File: config.mk
export PLATFORM = sky130hd
export DESIGN_NAME = mem_addr_seq
export DESIGN_NICKNAME = d
export VERILOG_FILES = /design/src/rtl/mem_seq_pkg.sv /design/src/rtl/mem_req_slot.sv /design/src/rtl/mem_addr_seq.sv
export SDC_FILE = /design/constraint.sdc
export NUM_CORES = 1
export LEC_CHECK = 0
export BUFFER_PORTS_ARGS = -buffer_cell sky130_fd_sc_hd__buf_4
export CELL_PAD_IN_SITES_DETAIL_PLACEMENT = 0
export CELL_PAD_IN_SITES_GLOBAL_PLACEMENT = 1
export CORE_MARGIN = 8
export CORE_UTILIZATION = 42
export CTS_CLUSTER_DIAMETER = 60
export DETAILED_ROUTE_END_ITERATION = 10
export PLACE_DENSITY_LB_ADDON = 0.1
export SETUP_SLACK_MARGIN = 0.4
export SLEW_MARGIN = 40
export SYNTH_ARGS = -nofsm -noshare
export SYNTH_HDL_FRONTEND = slang
export SYNTH_SLANG_ARGS = --single-unit
File: constraint.sdc
create_clock -name clk -period 3.74 [get_ports clk]
set_input_delay 0.561 -clock clk [delete_from_list [all_inputs] [get_ports clk]]
set_output_delay 0.561 -clock clk [all_outputs]
set_load 0.05 [all_outputs]
File: src/rtl/mem_seq_pkg.sv
// Shared types for the memory address sequencer:
// FSM states, source codes and counter sizing.
package mem_seq_pkg;

  typedef enum logic {
    IDLE   = 1'b0,
    ACCESS = 1'b1
  } state_e;

  localparam logic SRC_PC = 1'b0;
  localparam logic SRC_IR = 1'b1;

  // Request record {src, we, addr}: two flag bits above the address.
  localparam int REQ_META_W = 2;

  function automatic int req_w(input int addr_w);
    return addr_w + REQ_META_W;
  endfunction

  // Wait counter counts WAIT_CYC-1 down to 0; never narrower than 1 bit.
  function automatic int cnt_w(input int wait_cyc);
    int w;
    w = $clog2(wait_cyc + 1);
    return (w < 1) ? 1 : w;
  endfunction

endpackage

File: src/rtl/mem_req_slot.sv
// One-entry pending request register with load/clear and drop detect.
// Ports: clr_i frees the entry, fetch/data candidates, valid_o/rec_o, drop_o.
module mem_req_slot
  import mem_seq_pkg::*;
#(
  parameter int W = req_w(5)
) (
  input  logic         clk,
  input  logic         rst,
  input  logic         clr_i,
  input  logic         fetch_v_i,
  input  logic [W-1:0] fetch_rec_i,
  input  logic         data_v_i,
  input  logic [W-1:0] data_rec_i,
  output logic         valid_o,
  output logic [W-1:0] rec_o,
  output logic         drop_o
);

  logic         valid_q, valid_d;
  logic [W-1:0] rec_q, rec_d;
  logic         free;

  // Entry freed this cycle may be refilled the same cycle.
  // Fetch wins the slot; a competing data request is dropped.
  always_comb begin
    free    = !valid_q || clr_i;
    valid_d = valid_q && !clr_i;
    rec_d   = rec_q;
    drop_o  = 1'b0;
    if (fetch_v_i) begin
      if (free) begin
        valid_d = 1'b1;
        rec_d   = fetch_rec_i;
      end else begin
        drop_o = 1'b1;
      end
    end
    if (data_v_i) begin
      if (fetch_v_i || !free) begin
        drop_o = 1'b1;
      end else begin
        valid_d = 1'b1;
        rec_d   = data_rec_i;
      end
    end
  end

  always_ff @(posedge clk) begin
    if (rst) begin
      valid_q <= 1'b0;
      rec_q   <= '0;
    end else begin
      valid_q <= valid_d;
      rec_q   <= rec_d;
    end
  end

  assign valid_o = valid_q;
  assign rec_o   = rec_q;

endmodule

File: src/rtl/mem_addr_seq.sv
// Sequences PC fetches and IR operand accesses onto one registered
// address bus with timed rd/wr strobes, done pulses and a pending slot.
// Ports: clk/rst, fetch_req/adpc, data_req/data_we/adir in;
// admem, mem_rd, mem_wr, src, busy, fetch_done, data_done, ovr out.
module mem_addr_seq
  import mem_seq_pkg::*;
#(
  parameter int ADDR_W   = 5,
  parameter int WAIT_CYC = 1
) (
  input  logic              clk,
  input  logic              rst,
  input  logic              fetch_req,
  input  logic              data_req,
  input  logic              data_we,
  input  logic [ADDR_W-1:0] adpc,
  input  logic [ADDR_W-1:0] adir,
  output logic [ADDR_W-1:0] admem,
  output logic              mem_rd,
  output logic              mem_wr,
  output logic              src,
  output logic              busy,
  output logic              fetch_done,
  output logic              data_done,
  output logic              ovr
);

  localparam int CW = cnt_w(WAIT_CYC);
  localparam int RW = req_w(ADDR_W);

  if (WAIT_CYC < 1 || WAIT_CYC > 15) begin : g_bad_wait
    $error("mem_addr_seq: WAIT_CYC must be in 1..15");
  end

  typedef struct packed {
    logic              src;
    logic              we;
    logic [ADDR_W-1:0] addr;
  } req_t;

  state_e            state_q, state_d;
  logic [CW-1:0]     cnt_q, cnt_d;
  logic [ADDR_W-1:0] admem_q, admem_d;
  logic              src_q, src_d;
  logic              rd_q, rd_d;
  logic              wr_q, wr_d;
  logic              fd_q, fd_d;
  logic              dd_q, dd_d;
  logic              ovr_q, ovr_d;

  req_t    f_rec, d_rec, slot_rec, sel_rec;
  logic [RW-1:0] slot_bits;
  logic    slot_v, slot_drop;
  logic    idle, sel_v, clr;
  logic    f_lose, d_lose;

  assign f_rec    = '{src: SRC_PC, we: 1'b0, addr: adpc};
  assign d_rec    = '{src: SRC_IR, we: data_we, addr: adir};
  assign slot_rec = req_t'(slot_bits);

  // Selection priority: pending slot, then fetch, then data.
  // Anything not started this cycle competes for the slot.
  always_comb begin
    idle    = (state_q == IDLE);
    sel_v   = idle && (slot_v || fetch_req || data_req);
    clr     = idle && slot_v;
    f_lose  = fetch_req && !(idle && !slot_v);
    d_lose  = data_req && !(idle && !slot_v && !fetch_req);
    if (slot_v) begin
      sel_rec = slot_rec;
    end else if (fetch_req) begin
      sel_rec = f_rec;
    end else begin
      sel_rec = d_rec;
    end
  end

  mem_req_slot #(
    .W(RW)
  ) u_slot (
    .clk         (clk),
    .rst         (rst),
    .clr_i       (clr),
    .fetch_v_i   (f_lose),
    .fetch_rec_i (f_rec),
    .data_v_i    (d_lose),
    .data_rec_i  (d_rec),
    .valid_o     (slot_v),
    .rec_o       (slot_bits),
    .drop_o      (slot_drop)
  );

  always_comb begin
    state_d = state_q;
    cnt_d   = cnt_q;
    admem_d = admem_q;
    src_d   = src_q;
    rd_d    = rd_q;
    wr_d    = wr_q;
    fd_d    = 1'b0;
    dd_d    = 1'b0;
    ovr_d   = ovr_q | slot_drop;
    case (state_q)
      IDLE: begin
        if (sel_v) begin
          state_d = ACCESS;
          cnt_d   = CW'(WAIT_CYC - 1);
          admem_d = sel_rec.addr;
          src_d   = sel_rec.src;
          rd_d    = !sel_rec.we;
          wr_d    = sel_rec.we;
        end
      end
      ACCESS: begin
        if (cnt_q != '0) begin
          cnt_d = cnt_q - CW'(1);
        end else begin
          state_d = IDLE;
          rd_d    = 1'b0;
          wr_d    = 1'b0;
          fd_d    = (src_q == SRC_PC);
          dd_d    = (src_q == SRC_IR);
        end
      end
      default: state_d = IDLE;
    endcase
  end

  always_ff @(posedge clk) begin
    if (rst) begin
      state_q <= IDLE;
      cnt_q   <= '0;
      admem_q <= '0;
      src_q   <= SRC_PC;
      rd_q    <= 1'b0;
      wr_q    <= 1'b0;
      fd_q    <= 1'b0;
      dd_q    <= 1'b0;
      ovr_q   <= 1'b0;
    end else begin
      state_q <= state_d;
      cnt_q   <= cnt_d;
      admem_q <= admem_d;
      src_q   <= src_d;
      rd_q    <= rd_d;
      wr_q    <= wr_d;
      fd_q    <= fd_d;
      dd_q    <= dd_d;
      ovr_q   <= ovr_d;
    end
  end

  assign admem      = admem_q;
  assign src        = src_q;
  assign mem_rd     = rd_q;
  assign mem_wr     = wr_q;
  assign busy       = (state_q == ACCESS);
  assign fetch_done = fd_q;
  assign data_done  = dd_q;
  assign ovr        = ovr_q;

endmodule

==> metrics.md <==
| Metric | Value |
|---|---|
| Gp weighted congestion | `slightly above 0.8` |
| CORE AREA | `between 0.002 and 0.0025 sq mm` |
| H-tree depth | `1` |
| Yosys Warn Count | `0` |
| Port Buffers | `26` |
| Clk sinks | `20` |
| Hold-fix buffers, CTS | `0` |
| Crit Path Category | `reg2out` |
| Worst-Margin Slew | `slightly below 0.6 ns` |
| Horiz. Die Dim | `67.09 microns` |
| Final ANT Viol Nets | `0` |
| Leakage | `0.5145 nW` |
| Largest delay share family, worst path | `flip-flops` |
| Post-layout nets | `150` |
| Pwr dens | `about 420 mW/mm^2` |
| Final period util | `0.4782` |
| Starting Density | `0.4424` |
| Worst path bufs/invs | `1` |
| Hold crit path type | `reg2reg` |
| Clock transition at path regs | `between 0.1 and 0.15 ns` |
| Slew Viols, Final | `0` |
| Commonest non-fill, non-tap cell in the layout | `buf_4` |
| Run status | `finished, final reports clean` |
| Portion of netlist area occupied by mux cells | `0.1164` |
| Critical path's largest stage delay | `0.64 ns` |
| DR WL/cell | `16.60 microns` |
| Mean Syn Cell Area | `around 9.5 sq um` |
| Pin count of the biggest net entering global routing | `29` |
| Most frequent cells in the layout | `26 x buf_4, 18 x dfxtp_1, 9 x nand2_1` |
| Unrepaired setup endpoints after global routing | `false` |
| First-pass GRT wire length | `~4600 microns` |
| Number of diodes | `0` |
| Fin Hold WS | `around 0.48 ns` |
| Post_cts resized | `0` |
| Share of layout cells above drive strength 1 | `0.3284` |
| Fmax | `roughly 560 MHz` |
| Deepest clock path buffer count | `2` |
| Setup bufs post-CTS | `0` |
| Setup TNS | `0 ns` |
| Slew headroom | `0.6149` |
| Total vias in the final route | `around 950` |
| Post-Syn Area | `between 0.001 and 0.0015 sq mm` |
| Slowest cell on crit path | `dfxtp_2` |
| Post-layout min period | `between 1.5 and 2 ns` |
| Worst Setup End Kind | `primary output` |
| Area added between synthesis and finish | `18.49%` |
| Ports | `27` |
| Simple logic cell fraction of the synthesized area | `0.1941` |
| CTS tree | `done` |
| Xor and xnor area share after synthesis | `0.03995` |
| CTS root buf | `clkbuf_4` |
| Dpl hpwl | `~1900 microns` |
| Mapped Cells | `about 120` |
| Post-synthesis sequential area ratio | `0.3653` |
| CP startpoint | `busy$_SDFF_PP0_` |
| #FFs+latches synth | `20` |
| Peak VDD IR | `~0.00031 V` |
| Number of setup violations in the final report | `0` |
| Num rows | `18` |
| Critical Path AT | `1.23 ns` |
| Synth Area in Adders | `0.009132` |
| Max Cap Viol | `0` |
| Die Area | `0.004500 sq mm` |
| Initial drt markers | `37` |
| Distinct cells, synth | `34` |
| Largest family of logic cells by synthesized area | `compound AO/OA/AOI/OAI gates` |
| Required time of the worst setup path | `about 3.2 ns` |
| TritonCTS buffer count | `3` |
| Die Ht | `67.09 microns` |
| Clock skew | `about 0.013 ns` |
| DRC Markers | `0` |
| Hold Vio Cnt, Final | `0` |
| DRT Wirelength | `2722 microns` |
| Worst-path fanout max | `20` |
| DRT Pass-1 Iters | `4` |
| CP Cell Sequence | `buf_4` |
| Gr usage total | `0.1275` |
| Synth Area in Compound Gates | `0.1986` |
| Filler instances | `roughly 240` |
| Hold path start | `mem_rd$_SDFFE_PP0P_` |
| Grt ovf | `0` |
| Antenna violations before repair | `0` |
| Worst setup SP type | `register` |
| Vias in the first global route | `about 1000` |
| Origin of the critical flop-to-flop path | `u_slot.valid_o$_SDFF_PP0_` |
| Vias per cell | `between 5 and 6` |
| Syn_nets | `130` |
| Worst-Skew Late Latency | `0.30 ns` |
registers in the layout, summed over array words and instances, names as in the netlist, named ones only:
signal and flops:
u_slot.rec_o 6, admem 5, busy 1, data_done 1, fetch_done 1, mem_rd 1, mem_wr 1, ovr 1
src 1, u_slot.valid_o 1
per-layer routing:
metal | wire length [microns] | part of all wire | vias to the layer above | track usage
li1 | - | - | 473 | -
met1 | 1264 | 0.46 | 455 | 0.1514
met2 | 1307 | 0.48 | 21 | 0.2151
met3 | 119 | 0.044 | 4 | 0.03859
met4 | 30 | 0.011 | 0 | 0.03655
met5 | 0 | 0 | - | 0
area by class of cell:
class / count / area, sq um / area share
flip-flops and latches: 20 / 402.9 / 0.3102
well taps: 30 / 37.54 / 0.02890
multi-input cells: 80 / 611.8 / 0.4711
clock buffers: 4 / 36.28 / 0.02794
repair buffers: 26 / 195.2 / 0.1503
inverters: 4 / 15.01 / 0.01156
report_power, final:
group	internal (W)	switching, W	total (W)
Sequential	0.000234	0.0000246	0.000259
Combinational	0.0000636	0.0000934	0.000157
Clock	0.0000594	0.0000686	0.000128
stage by stage:
step / instances / setup WS [ns] / area (sq um) / util / power [W]
floorplan: 115 / 2.173 / 1096 / - / 0.0003759
global placement: 160 / 1.855 / 1260 / 0.5086 / 0.0004169
detailed placement: 160 / 1.970 / 1261 / 0.5091 / 0.0004207
CTS: 164 / 1.637 / 1297 / 0.5237 / 0.0005463
global route: 164 / 1.881 / 1299 / 0.5242 / 0.0005699
finish: 164 / 1.951 / 1299 / 0.5242 / 0.0005440
synthesized netlist by cell type, drive strengths merged:
| cell type | n | share of area |
|---|---|---|
| or3b | 1 | 0.0080 |
| buf | 8 | 0.053 |
| or3 | 1 | 0.0057 |
| nor2 | 2 | 0.0069 |
| o211ai | 1 | 0.0069 |
| nand4bb | 1 | 0.010 |
| nor4b | 5 | 0.040 |
| mux2 | 6 | 0.062 |
| o31ai | 1 | 0.0069 |
| and3 | 1 | 0.0057 |
| o31a | 1 | 0.016 |
| o221a | 2 | 0.021 |
| maj3 | 1 | 0.0091 |
| nor3b | 5 | 0.034 |
| mux2i | 6 | 0.055 |
| nor3 | 4 | 0.018 |
| nand3 | 5 | 0.023 |
| clkbuf | 3 | 0.010 |
| a21oi | 1 | 0.0046 |
| a31oi | 6 | 0.034 |
| a211oi | 2 | 0.014 |
| o221ai | 1 | 0.0080 |
| nor2b | 1 | 0.0057 |
| dfxtp | 20 | 0.37 |
| nand2 | 9 | 0.031 |
| xnor2 | 1 | 0.015 |
| nor4 | 1 | 0.0057 |
| inv | 4 | 0.014 |
| xor2 | 1 | 0.025 |
| o21ai | 5 | 0.023 |
| a221o | 4 | 0.037 |
| o22ai | 5 | 0.029 |
path summary, 6_finish.rpt:
path                                end  slack [ns]  cells after the start
setup / recovery                   busy        1.95                      1
hold / removal      mem_rd$_SDFFE_PP0P_        0.48                      2
setup reg to reg  admem[3]$_SDFFE_PP0P_        2.10                      3
hold reg to reg     mem_rd$_SDFFE_PP0P_        0.48                      2
logic make-up after synthesis:
logic type | count (synthesis)
simple gates | 36
compound gates | 29
buf+inv | 15
mux | 12
fa+ha+maj | 1
flops | 20
xor+xnor | 2
No activity file was read; power rests on OpenSTA's default activity.
